--- src/rtl/sevenseg_scan_driver.sv ---
// Purpose : multiplexed N-digit 7-segment driver with refresh timer, hex decode, per-digit dp/blank,
//           global PWM brightness, dead time between digits and tear-free double-buffered updates.
// Latency : dig/seg/frame_start are registered, 1 cycle behind the scan state they reflect.
// Backpres: none; load is always accepted, a second load before the frame boundary overwrites staging.
//
// Ports:
//   clk, rst_n       clock, asynchronous active-low reset (synchronous release expected upstream)
//   digit_data       hex nibble per digit, digit k on bits [4k+3:4k]
//   dp, blank        per-digit decimal point (1 = lit) and blank (1 = dark)
//   brightness       global on-time level, takes effect on the next cycle
//   load             single-cycle strobe capturing digit_data/dp/blank into staging
//   update_pending   staging holds data not yet copied to the displayed buffer
//   seg              {dp,g,f,e,d,c,b,a}, polarity set by SEG_ACTIVE_LOW
//   dig              one-hot digit select, polarity set by DIGIT_ACTIVE_LOW
//   frame_start      one-cycle pulse coincident with the start of digit 0's slot

module sevenseg_scan_driver #(
   parameter int NUM_DIGITS       = 6,
   parameter int TICKS_PER_DIGIT  = 27000,
   parameter int BRIGHT_BITS      = 4,
   parameter int DEAD_TICKS       = 16,
   parameter int DIGIT_ACTIVE_LOW = 1,
   parameter int SEG_ACTIVE_LOW   = 0
) (
   input  logic                     clk,
   input  logic                     rst_n,
   input  logic [4*NUM_DIGITS-1:0]  digit_data,
   input  logic [NUM_DIGITS-1:0]    dp,
   input  logic [NUM_DIGITS-1:0]    blank,
   input  logic [BRIGHT_BITS-1:0]   brightness,
   input  logic                     load,
   output logic                     update_pending,
   output logic [7:0]               seg,
   output logic [NUM_DIGITS-1:0]    dig,
   output logic                     frame_start
);

   // Counter wide enough to hold TICKS_PER_DIGIT itself, so the window end
   // at full brightness (== TICKS_PER_DIGIT) fits without overflow.
   localparam int CW  = $clog2(TICKS_PER_DIGIT + 1);
   localparam int IW  = (NUM_DIGITS > 1) ? $clog2(NUM_DIGITS) : 1;
   localparam int SUB = TICKS_PER_DIGIT >> BRIGHT_BITS;

   localparam logic [CW-1:0]         CNT_LAST = CW'(TICKS_PER_DIGIT - 1);
   localparam logic [IW-1:0]         IDX_LAST = IW'(NUM_DIGITS - 1);
   localparam logic [CW-1:0]         DEAD_END = CW'(DEAD_TICKS);
   localparam logic [7:0]            SEG_OFF  = (SEG_ACTIVE_LOW != 0) ? 8'hFF : 8'h00;
   localparam logic [NUM_DIGITS-1:0] DIG_OFF  = (DIGIT_ACTIVE_LOW != 0) ? {NUM_DIGITS{1'b1}}
                                                                         : {NUM_DIGITS{1'b0}};

   // Scan state
   logic [CW-1:0]           r_cnt;
   logic [IW-1:0]           r_idx;

   // Staging (written by load) and active (displayed) buffers
   logic [4*NUM_DIGITS-1:0] r_stg_data;
   logic [NUM_DIGITS-1:0]   r_stg_dp;
   logic [NUM_DIGITS-1:0]   r_stg_blank;
   logic [4*NUM_DIGITS-1:0] r_act_data;
   logic [NUM_DIGITS-1:0]   r_act_dp;
   logic [NUM_DIGITS-1:0]   r_act_blank;
   logic                    r_pending;

   // Registered pin drives
   logic                    r_frame_start;
   logic [NUM_DIGITS-1:0]   r_dig;
   logic [7:0]              r_seg;

   // Combinational helpers
   logic                    w_slot_end;
   logic                    w_frame_end;
   logic [CW-1:0]           w_win_end;
   logic                    w_in_window;
   logic [3:0]              w_nib;
   logic                    w_cur_dp;
   logic                    w_cur_blank;
   logic                    w_enable;
   logic [NUM_DIGITS-1:0]   w_dig_hi;
   logic [7:0]              w_seg_hi;

   // Hex nibble to {g,f,e,d,c,b,a}, active-high
   function automatic logic [6:0] hex_to_seg(input logic [3:0] h);
      logic [6:0] s;
      s = 7'h00;
      case (h)
         4'h0: s = 7'h3F;
         4'h1: s = 7'h06;
         4'h2: s = 7'h5B;
         4'h3: s = 7'h4F;
         4'h4: s = 7'h66;
         4'h5: s = 7'h6D;
         4'h6: s = 7'h7D;
         4'h7: s = 7'h07;
         4'h8: s = 7'h7F;
         4'h9: s = 7'h6F;
         4'hA: s = 7'h77;
         4'hB: s = 7'h7C;
         4'hC: s = 7'h39;
         4'hD: s = 7'h5E;
         4'hE: s = 7'h79;
         4'hF: s = 7'h71;
         default: s = 7'h00;
      endcase
      return s;
   endfunction

   // ------------------------------------------------------------------
   // Slot timing
   // ------------------------------------------------------------------
   assign w_slot_end  = (r_cnt == CNT_LAST);
   assign w_frame_end = w_slot_end && (r_idx == IDX_LAST);

   always_ff @(posedge clk or negedge rst_n) begin
      if (!rst_n) begin
         r_cnt <= '0;
         r_idx <= '0;
      end else begin
         if (w_slot_end) begin
            r_cnt <= '0;
            r_idx <= w_frame_end ? '0 : r_idx + 1'b1;
         end else begin
            r_cnt <= r_cnt + 1'b1;
         end
      end
   end

   // ------------------------------------------------------------------
   // Double buffer: staging is copied to active only on the frame boundary,
   // so a frame is always drawn from one consistent snapshot. A load on the
   // boundary itself lands in staging after the old staging has moved out,
   // which is why it keeps pending set for another frame.
   // ------------------------------------------------------------------
   always_ff @(posedge clk or negedge rst_n) begin
      if (!rst_n) begin
         r_stg_data  <= '0;
         r_stg_dp    <= '0;
         r_stg_blank <= '0;
         r_act_data  <= '0;
         r_act_dp    <= '0;
         r_act_blank <= '1;
         r_pending   <= 1'b0;
      end else begin
         if (w_frame_end && r_pending) begin
            r_act_data  <= r_stg_data;
            r_act_dp    <= r_stg_dp;
            r_act_blank <= r_stg_blank;
         end
         if (load) begin
            r_stg_data  <= digit_data;
            r_stg_dp    <= dp;
            r_stg_blank <= blank;
         end
         if (load) begin
            r_pending <= 1'b1;
         end else if (w_frame_end) begin
            r_pending <= 1'b0;
         end
      end
   end

   // ------------------------------------------------------------------
   // Enable window: dark for the dead time at slot start (lets the previous
   // digit's driver turn off before the next one turns on), then lit until
   // (brightness+1) sub-slots have elapsed.
   // ------------------------------------------------------------------
   always_comb begin
      w_win_end   = CW'((int'(brightness) + 1) * SUB);
      w_in_window = (r_cnt >= DEAD_END) && (r_cnt < w_win_end);
   end

   // Per-digit field selection for the digit currently being scanned
   always_comb begin
      w_nib       = 4'h0;
      w_cur_dp    = 1'b0;
      w_cur_blank = 1'b1;
      for (int k = 0; k < NUM_DIGITS; k++) begin
         if (r_idx == IW'(k)) begin
            w_nib       = r_act_data[4*k +: 4];
            w_cur_dp    = r_act_dp[k];
            w_cur_blank = r_act_blank[k];
         end
      end
   end

   // Segments are only driven while the digit is selected, so a deselected
   // digit never sees a pattern on the shared segment lines.
   always_comb begin
      w_enable = w_in_window && !w_cur_blank;
      w_dig_hi = '0;
      for (int k = 0; k < NUM_DIGITS; k++) begin
         w_dig_hi[k] = w_enable && (r_idx == IW'(k));
      end
      w_seg_hi = w_enable ? {w_cur_dp, hex_to_seg(w_nib)} : 8'h00;
   end

   // ------------------------------------------------------------------
   // Output registers; polarity applied only at the final drive. Async
   // reset forces the pins inactive immediately.
   // ------------------------------------------------------------------
   always_ff @(posedge clk or negedge rst_n) begin
      if (!rst_n) begin
         r_dig         <= DIG_OFF;
         r_seg         <= SEG_OFF;
         r_frame_start <= 1'b0;
      end else begin
         r_dig         <= w_dig_hi ^ DIG_OFF;
         r_seg         <= w_seg_hi ^ SEG_OFF;
         r_frame_start <= w_frame_end;
      end
   end

   assign dig            = r_dig;
   assign seg            = r_seg;
   assign frame_start    = r_frame_start;
   assign update_pending = r_pending;

endmodule

--- config.mk ---
export PLATFORM = sky130hd
export DESIGN_NAME = sevenseg_scan_driver
export DESIGN_NICKNAME = d
export VERILOG_FILES = /design/src/rtl/sevenseg_scan_driver.sv
export SDC_FILE = /design/constraint.sdc
export NUM_CORES = 1
export LEC_CHECK = 0
export BUFFER_PORTS_ARGS = -buffer_cell sky130_fd_sc_hd__buf_2
export CAP_MARGIN = 20
export CORE_ASPECT_RATIO = 0.9
export CORE_MARGIN = 2
export CORE_UTILIZATION = 60
export CTS_CLUSTER_SIZE = 12
export DETAILED_ROUTE_END_ITERATION = 6
export PLACE_DENSITY = 0.79
export SLEW_MARGIN = 20
export SYNTH_ARGS = -nofsm -noshare
export SYNTH_HDL_FRONTEND = slang
export SYNTH_SLANG_ARGS = --single-unit
--- constraint.sdc ---
create_clock -name clk -period 5.5 [get_ports clk]
set_input_delay 1.1 -clock clk [delete_from_list [all_inputs] [get_ports clk]]
set_output_delay 1.1 -clock clk [all_outputs]
set_load 0.02 [all_outputs]
# Yosys cells after proc, flatten, opt, wreduce, memory -nomap -nowiden
# Memory sizes are Yosys's and may differ from the RTL's.
# Index checks and enable logic that the tools add are counted.
# classes
n_lt_le_gt_ge	2
n_eq_ne	6
muxes	23
bitwise_logic	1
n_mul	1
add_sub_neg	3
reduce_logical	13
# op_table
cell	count
$mux 4	6
$add 15x1->15 const B	1
$eq 15x15->1 const B	1
$ge 15x5->1 const B	1
$lt 15x15->1	1
$mul 5x11->15 const B	1
$mux 15	1
$mux 1	14
$logic_and 1x1->1	10
$mux 8	1
$eq 3x2->1 const B	2
$eq 3x3->1 const B	2
$not 6->6	1
$add 4x1->5 const B	1
$add 3x1->3 const B	1
$eq 3x1->1 const B	1
$logic_not 3->1	1
$mux 3	1
$reduce_bool 2->1	1
$logic_not 1->1	1
# totals
romBits	112
memories	1
wordCells	62
regBits	106
output_inout_bits	16
# memory_table
name	words	width	read_ports	rd_clocked_by_memory_dff	wr	line	source
(name not given)	16	7	1	0	0	85	case (h)

# Depth between registers and ports, before layout
# logic_depth
ltp_word	11
ltp_mapped	23
depth_no_buf	22

# Least setup slack after synthesis
# No wires, ideal clock.
# synth_path
kind	input -> register
startpoint	in brightness[0]
endpoint	reg r_seg[5], in the netlist seg[5]
t_arrival_ns	6.085
path_stages	21
slack_ns	-0.650
path_buffers	1
setup_ns	0.065
required_time_ns	5.435
path_cell_list	ha_1 -> xor2_1 -> inv_1 -> fa_1 -> fa_1 -> inv_1 -> ha_1 -> ha_1 -> a2111oi_0 -> nand2_1 -> a221o_1 -> mux2i_1 -> a2111oi_0 -> ha_1 -> a21o_1 -> a221o_1 -> a21oi_1 -> o311ai_0 -> a31oi_1 -> buf_2 -> o221a_2
# synth_between
elab_chain_len	6
# synth_lines
item	line	source
start, declared	30	input logic [BRIGHT_BITS-1:0] brightness,
$add 4x1->5	167	w_win_end = CW'((int'(brightness) + 1) * SUB);
$mul 5x11->15	167	
$lt 15x15->1	168	w_in_window = (r_cnt >= DEAD_END) && (r_cnt < w_win_end);
$logic_and 1x1->1	168	
$logic_and 1x1->1	188	w_enable = w_in_window && !w_cur_blank;
$mux 8	193	w_seg_hi = w_enable ? {w_cur_dp, hex_to_seg(w_nib)} : 8'h00;
via w_seg_hi[5]	79	logic [7:0] w_seg_hi;
end signal, assigned	207	r_seg <= w_seg_hi ^ SEG_OFF;
end, declared	67	logic [7:0] r_seg;
# The timed path passes the listed nets, and every way through them passes these cells.
# A chain may end at the register's enable or synchronous reset.

# Worst setup path in the final report
# layout_path
startpoint	in brightness[1]
endpoint	reg r_seg[4], in the netlist seg[4]
# The elaborated chain is that of the path after synthesis.

==> summary.md <==
| Metric | Value |
|---|---|
| Outcome | complete, but fails checks |
| Failing checks | negative setup slack |
| Height of the chip | 101 µm |
| Max_cap viols | 0 |
| Logic pwr share | 0.272 |
| Final nets | 747 |
| Slew Limit Headroom | 0.402 |
| Clock skew | 11.6 ps |
| Via-per-instance ratio | 5.83 |
| First-pass GRT wire length | 22300 µm |
| Worst Path Required | 5790 ps |
| Hold depth | 1 |
| Crit path capture type | register |
| Period utilisation layout | 1.03 |
| Yosys reg bits | 106 |
| Worst path slowest cell | fa_1 |
| Primary FF master, synth | dfrtp_1 |
| CTS clk-pin slew, worst paths | 70 ps |
| Antenna diodes | 0 |
| Initial Util | 0.612 |
| Area leader, netlist | dfrtp_1 |
| Hold WS | 508 ps |
| Std-Cell Rows | 35 |
| Vias in the first global route | 4522 |
| FF-to-FF path depth | 8 |
| Synth Instances | 536 |
| Arrival time worst endpoint | 5970 ps |
| Overall global routing resource usage | 0.251 |
| Worst Setup Path Type | in2reg |
| P_int | 1450 µW |
| CTS Root Cell | clkbuf_16 |
| PwrDens | 271 nW/µm² |
| Initial DRT Pass Iterations | 4 |
| Worst-Skew Late Latency | 350 ps |
| IO Pins | 59 |
| Worst Hold Launch | r_stg_data[10]$_DFFE_PN0P_ |
| Routability congestion estimate | 0.814 |
| Worst slew pin tran | 890 ps |
| Post-Syn Nets | 647 |
| Syn avg cell area | 11.7 µm² |
| Most common cell in the netlist | dfrtp_1 |
| CTS tree | done |
| Ratio of cells with drive above 1 in the final layout | 0.392 |
| Post-synthesis sequential area ratio | 0.427 |
| Crit path max fanout | 7 |
| Peak VDD IR | 0.220 mV |
| Fmax | 0.176 GHz |
| Drt total wl | 13400 µm |
| Fin. max-slew vios | 0 |
| Worst Setup Start Kind | input port |
| Leakage power | 0.00371 µW |
| CP cell instances | buf_8 > ha_4 > and3_4 > inv_4 > fa_1 > ha_1 > inv_2 > fa_1 > inv_2 > ha_4 > a211o_1 > o211ai_1 > nand2_1 > a221o_1 > mux2i_1 > a2111oi_2 > ha_1 > a21o_1 > a221o_1 > a21oi_2 > o311ai_2 > a31oi_1 > buf_4 > and3_1 |
| Reg2reg end | seg[2]$_DFF_PN0_ |
| Pre-CTS WS | -716 ps |
| Inserted Clock Buffers | 9 |
| Worst r2r src | r_idx[2]$_DFFE_PN0N_ |
| Initial antenna violation count | 0 |
| Final Instance Area | 7530 µm² |
| Global route overflow | 0 |
| H-tree depth | 3 |
| Yosys cell types | 51 |
| Async set-or-reset flop fraction in the synthesized netlist | 1.00 |
| Top post-synthesis cells by count | 94 x dfrtp_1, 61 x ha_1, 46 x mux2_2 |
| Layout area overhead | 20.5% |
| Die Width | 112 µm |
| I/O Buffers | 58 |
| Hpwl dp | 9420 µm |
| Routed wire per std cell | 17.3 µm |
| Max incr delay on CP | 490 ps |
| Sequential share of power | 0.404 |
| Final hold violation count | 0 |
| Top cells by area, synth | dfrtp_1 38%, ha_1 12%, mux2_2 8.3%, mux2_4 7.2%, dfstp_2 5.0% |
| Setup violators final | 14 |
| Crit path time final | 5690 ps |
| Post-Syn Area | 6250 µm² |
| Detail Route Antenna Nets | 0 |
| Sw power | 584 µW |
| Core area | 10200 µm² |
| Clk pwr share | 0.324 |
| Number of synthesized flops with an enable pin | 0 |
| DR vias | 4487 |
| Largest net degree at the start of global routing | 63 |
| HP Class | reg2reg |
| Worst Hold End | r_stg_data[10]$_DFFE_PN0P_ |
| Synth top area share | 0.377 |
| Synth Warn # | 0 |
| Post-DP Area | 7020 µm² |
| RSZ-0062 raised after global routing | yes |
| Max Root-Sink Buffers | 2 |
| Clock sinks | 106 |
| Die area | 11200 µm² |
| Initial DRC Count | 286 |
| Post-route setup slack | -189 ps |
| DRC errors left | 0 |
| Switching share of power | 0.287 |
| Reg2Reg Setup Slack | 2070 ps |
sequential cells by signal, indices dropped and copies added, names as in the netlist, 3 cells and up:
| name | flops |
|---|---|
| dig | 6 |
| r_act_blank | 6 |
| r_act_data | 24 |
| r_act_dp | 6 |
| r_cnt | 15 |
| r_idx | 3 |
| r_stg_blank | 6 |
| r_stg_data | 24 |
| r_stg_dp | 6 |
| seg | 8 |
routing by layer:
metal | routed length [µm] | vias up | GRT usage
met5 | 0 | - | 0
met4 | 212 | 0 | 0.0855
met3 | 675 | 18 | 0.0517
met2 | 6740 | 118 | 0.425
met1 | 5720 | 2234 | 0.325
li1 | - | 2117 | -
critical path: cells and delay by family:
kind / cells / cell delay, ps
AOI/OAI and AO/OA: 9 / 1940
adders and majority gates: 6 / 1850
buffers and inverters: 5 / 460
muxes: 1 / 150
and+or+nand+nor: 3 / 480
power by group through the flow:
| stage | clock network [µW] | registers, µW | logic (µW) |
|---|---|---|---|
| after detailed placement | 0 | 838 | 504 |
| after global placement | 0 | 836 | 480 |
| after CTS | 670 | 823 | 532 |
| after floorplan | 0 | 832 | 320 |
| after global routing | 704 | 826 | 624 |
| final | 661 | 823 | 555 |
cell families (layout without fill, tap and decap cells):
family | count (synthesis) | in the layout | share of synthesized area
adder cells (fa/ha/maj) | 68 | 68 | 0.145
buffers and inverters | 60 | 165 | 0.0403
flip-flops | 106 | 106 | 0.427
XOR/XNOR | 26 | 26 | 0.0365
multiplexers | 83 | 83 | 0.166
AO/OA/AOI/OAI | 70 | 70 | 0.0789
AND/OR/NAND/NOR | 123 | 123 | 0.106
layout by cell type (no fill, tap or decap), types with 17 or more instances in the layout:
cell type  count
nand2_1       30
nand3_1       17
inv_1         32
nor2_1        22
dfrtp_1       94
mux2_2        46
buf_2         54
mux2_4        30
buf_4         52
ha_1          56
area by class of cell:
cell class                      instances  area [µm²]
Clock buffer                            9         225
Clock inverter                          7        82.6
Fill cell                             693        2680
Inverter                               39         149
Multi-Input combinational cell        370        3530
Sequential cell                       106        2670
Tap cell                              129         161
Timing Repair Buffer                  110         713
worst max path at each step:
stage	to	cells past startpoint	slack (ps)	start
CTS	seg[3]$_DFF_PN0_	24	-130	brightness[1]
detailed placement	seg[3]$_DFF_PN0_	23	-720	brightness[0]
global route	seg[0]$_DFF_PN0_	23	-340	brightness[0]
finish	seg[4]$_DFF_PN0_	24	-190	brightness[1]
global placement	seg[0]$_DFF_PN0_	24	-520	brightness[0]
floorplan	seg[5]$_DFF_PN0_	23	-280	brightness[0]
metrics by stage:
| step | util | setup TNS [ps] | cells | power [µW] |
|---|---|---|---|---|
| after floorplan | - | -2750 | 536 | 1150 |
| after global placement | 0.688 | -6730 | 745 | 1320 |
| after detailed placement | 0.688 | -9570 | 745 | 1340 |
| after CTS | 0.730 | -1480 | 764 | 2020 |
| after global routing | 0.738 | -4250 | 770 | 2150 |
| final | 0.738 | -2330 | 770 | 2040 |
timing repair:
action | 4_1_cts | 5_1_grt
hold buffers | 0 | 0
endpoints found under the setup margin | 14 | 14
endpoints found under the hold margin | 0 | 0
gates cloned | 1 | 0
setup buffers | 2 | 6
pin swaps | 14 | 2
gates resized for setup | 26 | 7
No activity file was read; power rests on OpenSTA's default activity.
